==> src/rtl/instr_fetch3_buf.sv <==
// instr_fetch3_buf: fetch stage 3 (data read) with a decoupling FIFO towards instruction align.
// Captures a Fetch2 request into S1, composes parcels and valid mask the next cycle, pushes the
// group into a FIFO and drains it under valid/ready. Fetch2 is throttled by credit.
// Optional feature: define FETCH3_BYPASS_EN to forward S1 straight to the outputs when the
// FIFO is empty.
module instr_fetch3_buf #(
    parameter int unsigned FETCH_PARCELS = 2,
    parameter int unsigned BUF_DEPTH     = 4,
    parameter int unsigned PC_W          = 32
) (
    input  logic                     i_clk,
    input  logic                     i_rst_n,
    input  logic                     i_flush,
    input  logic                     i_valid,
    output logic                     o_ready,
    input  logic [PC_W-1:0]          i_pc,
    input  logic                     i_icache_miss,
    input  logic [16*FETCH_PARCELS-1:0] i_icache_miss_data,
    input  logic                     i_page_fault,
    input  logic [16*FETCH_PARCELS-1:0] i_data,
    output logic                     o_valid,
    input  logic                     i_ready,
    output logic [PC_W-1:0]          o_pc,
    output logic [16*FETCH_PARCELS-1:0] o_parcels,
    output logic [FETCH_PARCELS-1:0] o_mask,
    output logic                     o_page_fault
);

    localparam int unsigned FW    = 16 * FETCH_PARCELS;
    localparam int unsigned PTR_W = $clog2(BUF_DEPTH);
    localparam int unsigned CNT_W = PTR_W + 1;
    localparam int unsigned ST_W  = (FETCH_PARCELS > 1) ? $clog2(FETCH_PARCELS) : 1;

    typedef struct packed {
        logic [PC_W-1:0]          pc;
        logic [FW-1:0]            parcels;
        logic [FETCH_PARCELS-1:0] mask;
        logic                     pf;
    } entry_t;

    logic                 s1_valid_q, s1_valid_d;
    logic [PC_W-1:0]      s1_pc_q, s1_pc_d;
    logic                 s1_miss_q, s1_miss_d;
    logic [FW-1:0]        s1_miss_data_q, s1_miss_data_d;
    logic                 s1_pf_q, s1_pf_d;
    entry_t               mem_q [BUF_DEPTH];
    entry_t               mem_d [BUF_DEPTH];
    logic [PTR_W-1:0]     wr_ptr_q, wr_ptr_d;
    logic [PTR_W-1:0]     rd_ptr_q, rd_ptr_d;
    logic [CNT_W-1:0]     count_q, count_d;

    logic [ST_W-1:0]      start;
    logic [CNT_W:0]       occupancy;
    entry_t               comp;
    entry_t               sel;
    logic                 push;
    logic                 pop;

    // First valid parcel index from PC alignment; a single-parcel group always starts at 0.
    generate
        if (FETCH_PARCELS > 1) begin : g_start
            assign start = s1_pc_q[ST_W:1];
        end else begin : g_start_one
            assign start = '0;
        end
    endgenerate

    // Compose the S1 group: refill/array data mux, page-fault squash and valid-parcel mask.
    always_comb begin
        comp         = '0;
        comp.pc      = s1_pc_q;
        comp.parcels = s1_pf_q ? '0 : (s1_miss_q ? s1_miss_data_q : i_data);
        comp.pf      = s1_pf_q;
        for (int unsigned k = 0; k < FETCH_PARCELS; k++) begin
            comp.mask[k] = (k >= 32'(start));
        end
    end

    // Credit from registers only: S1 reserves a slot, so a push never meets a full FIFO.
    assign occupancy = {1'b0, count_q} + {{CNT_W{1'b0}}, s1_valid_q};
    assign o_ready   = i_rst_n & (occupancy < (CNT_W + 1)'(BUF_DEPTH));
    assign pop       = (count_q != '0) & i_ready;

`ifdef FETCH3_BYPASS_EN
    // Empty FIFO: show S1 directly; it is only stored if IA does not take it this cycle.
    assign push    = s1_valid_q & ~((count_q == '0) & i_ready);
    assign sel     = ((count_q == '0) && s1_valid_q) ? comp : mem_q[rd_ptr_q];
    assign o_valid = (count_q != '0) | s1_valid_q;
`else
    assign push    = s1_valid_q;
    assign sel     = mem_q[rd_ptr_q];
    assign o_valid = (count_q != '0);
`endif

    assign o_pc         = sel.pc;
    assign o_parcels    = sel.parcels;
    assign o_mask       = sel.mask;
    assign o_page_fault = o_valid & sel.pf;

    // Next state: reset and flush override everything; reset also clears the storage.
    always_comb begin
        s1_valid_d     = s1_valid_q;
        s1_pc_d        = s1_pc_q;
        s1_miss_d      = s1_miss_q;
        s1_miss_data_d = s1_miss_data_q;
        s1_pf_d        = s1_pf_q;
        mem_d          = mem_q;
        wr_ptr_d       = wr_ptr_q;
        rd_ptr_d       = rd_ptr_q;
        count_d        = count_q;
        if (!i_rst_n || i_flush) begin
            s1_valid_d = 1'b0;
            wr_ptr_d   = '0;
            rd_ptr_d   = '0;
            count_d    = '0;
            if (!i_rst_n) begin
                s1_pc_d        = '0;
                s1_miss_d      = 1'b0;
                s1_miss_data_d = '0;
                s1_pf_d        = 1'b0;
                for (int unsigned i = 0; i < BUF_DEPTH; i++) begin
                    mem_d[i] = '0;
                end
            end
        end else begin
            s1_valid_d = i_valid & o_ready;
            if (i_valid && o_ready) begin
                s1_pc_d        = i_pc;
                s1_miss_d      = i_icache_miss;
                s1_miss_data_d = i_icache_miss_data;
                s1_pf_d        = i_page_fault;
            end
            if (push) begin
                mem_d[wr_ptr_q] = comp;
                wr_ptr_d        = wr_ptr_q + PTR_W'(1);
            end
            if (pop) begin
                rd_ptr_d = rd_ptr_q + PTR_W'(1);
            end
            count_d = count_q + CNT_W'(push) - CNT_W'(pop);
        end
    end

    // State registers; reset is synchronous and folded into the next-state logic.
    always_ff @(posedge i_clk) begin
        s1_valid_q     <= s1_valid_d;
        s1_pc_q        <= s1_pc_d;
        s1_miss_q      <= s1_miss_d;
        s1_miss_data_q <= s1_miss_data_d;
        s1_pf_q        <= s1_pf_d;
        mem_q          <= mem_d;
        wr_ptr_q       <= wr_ptr_d;
        rd_ptr_q       <= rd_ptr_d;
        count_q        <= count_d;
    end

endmodule

==> config.mk <==
export PLATFORM = sky130hd
export DESIGN_NAME = instr_fetch3_buf
export DESIGN_NICKNAME = d
export VERILOG_FILES = /design/src/rtl/instr_fetch3_buf.sv
export SDC_FILE = /design/constraint.sdc
export NUM_CORES = 1
export LEC_CHECK = 0
export ABC_AREA = 1
export CAP_MARGIN = 10
export CORE_ASPECT_RATIO = 1.75
export CORE_MARGIN = 1.5
export CORE_UTILIZATION = 53
export CTS_CLUSTER_DIAMETER = 200
export CTS_CLUSTER_SIZE = 28
export DETAILED_ROUTE_END_ITERATION = 16
export GPL_TIMING_DRIVEN = 1
export HOLD_SLACK_MARGIN = 0.12
export PLACE_DENSITY_LB_ADDON = 0.12
export SLEW_MARGIN = 15
export SYNTH_ARGS = -nofsm -noshare
export SYNTH_HDL_FRONTEND = slang
export SYNTH_SLANG_ARGS = --single-unit
==> constraint.sdc <==
create_clock -name i_clk -period 70.3 [get_ports i_clk]
set_input_delay 17.575 -clock i_clk [delete_from_list [all_inputs] [get_ports i_clk]]
set_output_delay 17.575 -clock i_clk [all_outputs]
set_load 0.02 [all_outputs]
==> impl_metrics.env <==
export IMPL_wirelength_microns=41800
export IMPL_relSlewSlack_pct=26.1
export IMPL_vias=13077
export IMPL_synth_xor_area_share_pct=0.0516
export IMPL_final_max_slew_viol_count=0
export IMPL_synth_simple_area_share_pct=12.6
export IMPL_cp_max_fo=4
export IMPL_antenna_left=0
export IMPL_synth_cell_type_count=27
export IMPL_max_cap_viol_count=0
export IMPL_design_die_area_sq_um=33200
export IMPL_ctsLongestPathBuffers=3
export IMPL_nets=1955
export IMPL_synth_area_mux_share_pct=0
export IMPL_yosysSeqAreaShare_pct=60.0
export IMPL_min_to="mem_q[2]"
export IMPL_setup_viol_count_final=0
export IMPL_synth_top_family_by_area="compound AO/OA/AOI/OAI gates"
export IMPL_cp_end_kind="output port"
export IMPL_comb_power_share_pct=11.3
export IMPL_hold_violations=0
export IMPL_cp_arrival_ns=19.15
export IMPL_crit_path_start_kind="input pin"
export IMPL_swShare_pct=24.4
export IMPL_netlist_top_cells_area="edfxtp_1 59%, a21oi_1 7.8%, o21ai_0 7.4%, nor2_1 6.3%, nand2_1 6.1%"
export IMPL_start_util_pct=53.9
export IMPL_synth_most_common_cell="edfxtp_1"
export IMPL_io_pins=172
export IMPL_cts_buffers=16
export IMPL_r2r_setup_slack_ns=67.30
export IMPL_cts_htree_levels=1
export IMPL_status="completed"
export IMPL_synth_largest_area_cell="edfxtp_1"
export IMPL_synth_edf_count=334
export IMPL_cts_setup_buffers=0
export IMPL_synth_ff_type="edfxtp_1"
export IMPL_grt_usage_pct=24.7
export IMPL_synth_area_sq_um=17000
export IMPL_clockPowerShare_pct=27.4
export IMPL_post_dp_hpwl_microns=22800
export IMPL_drt_initial_drc_count=1113
export IMPL_areaGrowthSynthToFinish_pct=12.2
export IMPL_rows=86
export IMPL_tritoncts="done"
export IMPL_synth_adder_area_share_pct=0.634
export IMPL_dp_cells=2222
export IMPL_clk_pin_slew_ns=0.10
export IMPL_die_y_microns=240
export IMPL_max_freq_mhz=27.2
export IMPL_synthTopCellsByCount="334 x edfxtp_1, 284 x nor2_1, 275 x nand2_1"
export IMPL_cts_resized=0
export IMPL_min_period_ns=36.73
export IMPL_drc=0
export IMPL_die_w_microns=138
export IMPL_rsz0062_at_grt="no"
export IMPL_reg2reg_from="push"
export IMPL_routabilityCongestion=0.737
export IMPL_first_global_vias=12309
export IMPL_syn_num_nets=1896
export IMPL_critPathKind="in -> out"
export IMPL_synth_cells=1785
export IMPL_min_period_over_period_pct=52.2
export IMPL_avgSynthCellArea_sq_um=9.51
export IMPL_cts_sinks=342
export IMPL_ys_async_sr_fraction_pct=0
export IMPL_yosys_register_bits=342
export IMPL_via_per_inst=5.82
export IMPL_min_from="mem_q[2]"
export IMPL_p_leak_nw=6.96
export IMPL_synth_top_area_share_pct=59.1
export IMPL_grt_overflow_total=0
export IMPL_antennaDiodeCount=0
export IMPL_fin_skew_ns=0.0290
export IMPL_required_ns=52.73
export IMPL_reg2reg_depth=4
export IMPL_dr_pass1_iters=5
export IMPL_clk_latency_ns=0.53
export IMPL_cts_hold_fix_buffers=0
export IMPL_power_internal_uw=300
export IMPL_layout_cells_non_filler=2245
export IMPL_synth_compound_area_share_pct=19.8
export IMPL_portBuffers=171
export IMPL_worst_pin_slew_ns=1.11
export IMPL_seqPwrFrac_pct=61.3
export IMPL_core_sq_um=31500
export IMPL_drive_gt1_share_pct=4.27
export IMPL_antenna_found_initial=0
export IMPL_worst_setup_path_startpoint="i_rst_n"
export IMPL_yosys_warnings=0
export IMPL_setup_tns_ns=0
export IMPL_p_switching_uw=96.7
export IMPL_critical_path_reg2reg_endpoint="mem_q[86]"
export IMPL_holdCritPathClass="reg -> reg"
export IMPL_powerDensity_nw_per_um2=20.8
export IMPL_root_buffer="clkbuf_16"
export IMPL_grt_max_degree=185
export IMPL_wl_per_cell_microns=18.6
export IMPL_vdd_drop_max_mv=0.0210
export IMPL_whs_path_depth=2
export IMPL_grt_pass1_wl_microns=65600
[worst max-delay path by stage]
stage,slack [ns],depth (start not counted),endpoint
3_5_place_dp,33.57,4,o_ready
3_3_place_gp,33.55,4,o_ready
2_1_floorplan,32.80,1,mem_q[0]
6_report,33.57,4,o_ready
5_1_grt,33.50,4,o_ready
4_1_cts,33.56,4,o_ready
[worst max-delay path, cell delays in order]
cell	delay, ns
clkdlybuf4s50_1	0.71
nand2_1	0.13
nor2_1	0.12
clkdlybuf4s50_1	0.62
[area by class of cell]
type	count	area, sq um
Clock buffer	22	444
Clock inverter	1	30.0
Fill cell	2748	12500
Inverter	87	330
Multi-Input combinational cell	1208	5700
Sequential cell	342	10200
Tap cell	396	495
Timing Repair Buffer	189	1860
[metal layers]
layer  track usage, %  up-vias  routed length [microns]
met1             31.4     6276                    16700
met4             8.23        0                     1220
met2             44.6      427                    21500
li1                 -     6315                        -
met5                0        -                        0
met3             1.78       59                     2310
[registers in the layout, indices dropped and copies added (netlist names)]
name	flops
wr_ptr_q	2
push	1
s1_pc_q	32
rd_ptr_q	2
s1_pf_q	1
s1_miss_data_q	32
count_q	3
mem_q	268
s1_miss_q	1
[per-stage QoR]
stage               cell area, sq um  setup slack [ns]  utilization (%)  hold slack (ns)  power [mW]
floorplan                      17000             32.80                -            0.490       0.279
global placement               18600             33.55             58.9            0.558       0.292
detailed placement             18600             33.57             58.9            0.570       0.293
CTS                            19100             33.56             60.4            0.601       0.400
global route                   19100             33.50             60.4            0.639       0.411
finish                         19100             33.57             60.4            0.599       0.397
[power by group through the flow]
stage / clock [mW] / sequential (mW) / combinational [mW]
floorplan: 0 / 0.252 / 0.0271
global placement: 0 / 0.247 / 0.0446
detailed placement: 0 / 0.248 / 0.0451
CTS: 0.111 / 0.243 / 0.0453
global route: 0.117 / 0.245 / 0.0490
finish: 0.109 / 0.243 / 0.0448
[cells by family after synthesis]
| family | after synthesis |
|---|---|
| xor+xnor | 1 |
| flops | 342 |
| compound gates | 633 |
| buf+inv | 235 |
| fa+ha+maj | 8 |
| simple gates | 566 |
[placed cells by master (no fill, tap or decap), types with 20 or more instances in the layout]
master           instances
edfxtp_1               334
o22ai_1                 66
nor2_1                 284
a21oi_1                266
o21ai_2                 30
nand2_1                274
o21ai_0                249
clkdlybuf4s50_1        171
inv_1                   82
o21ai_1                 20
(Power assumes the default switching activity.)
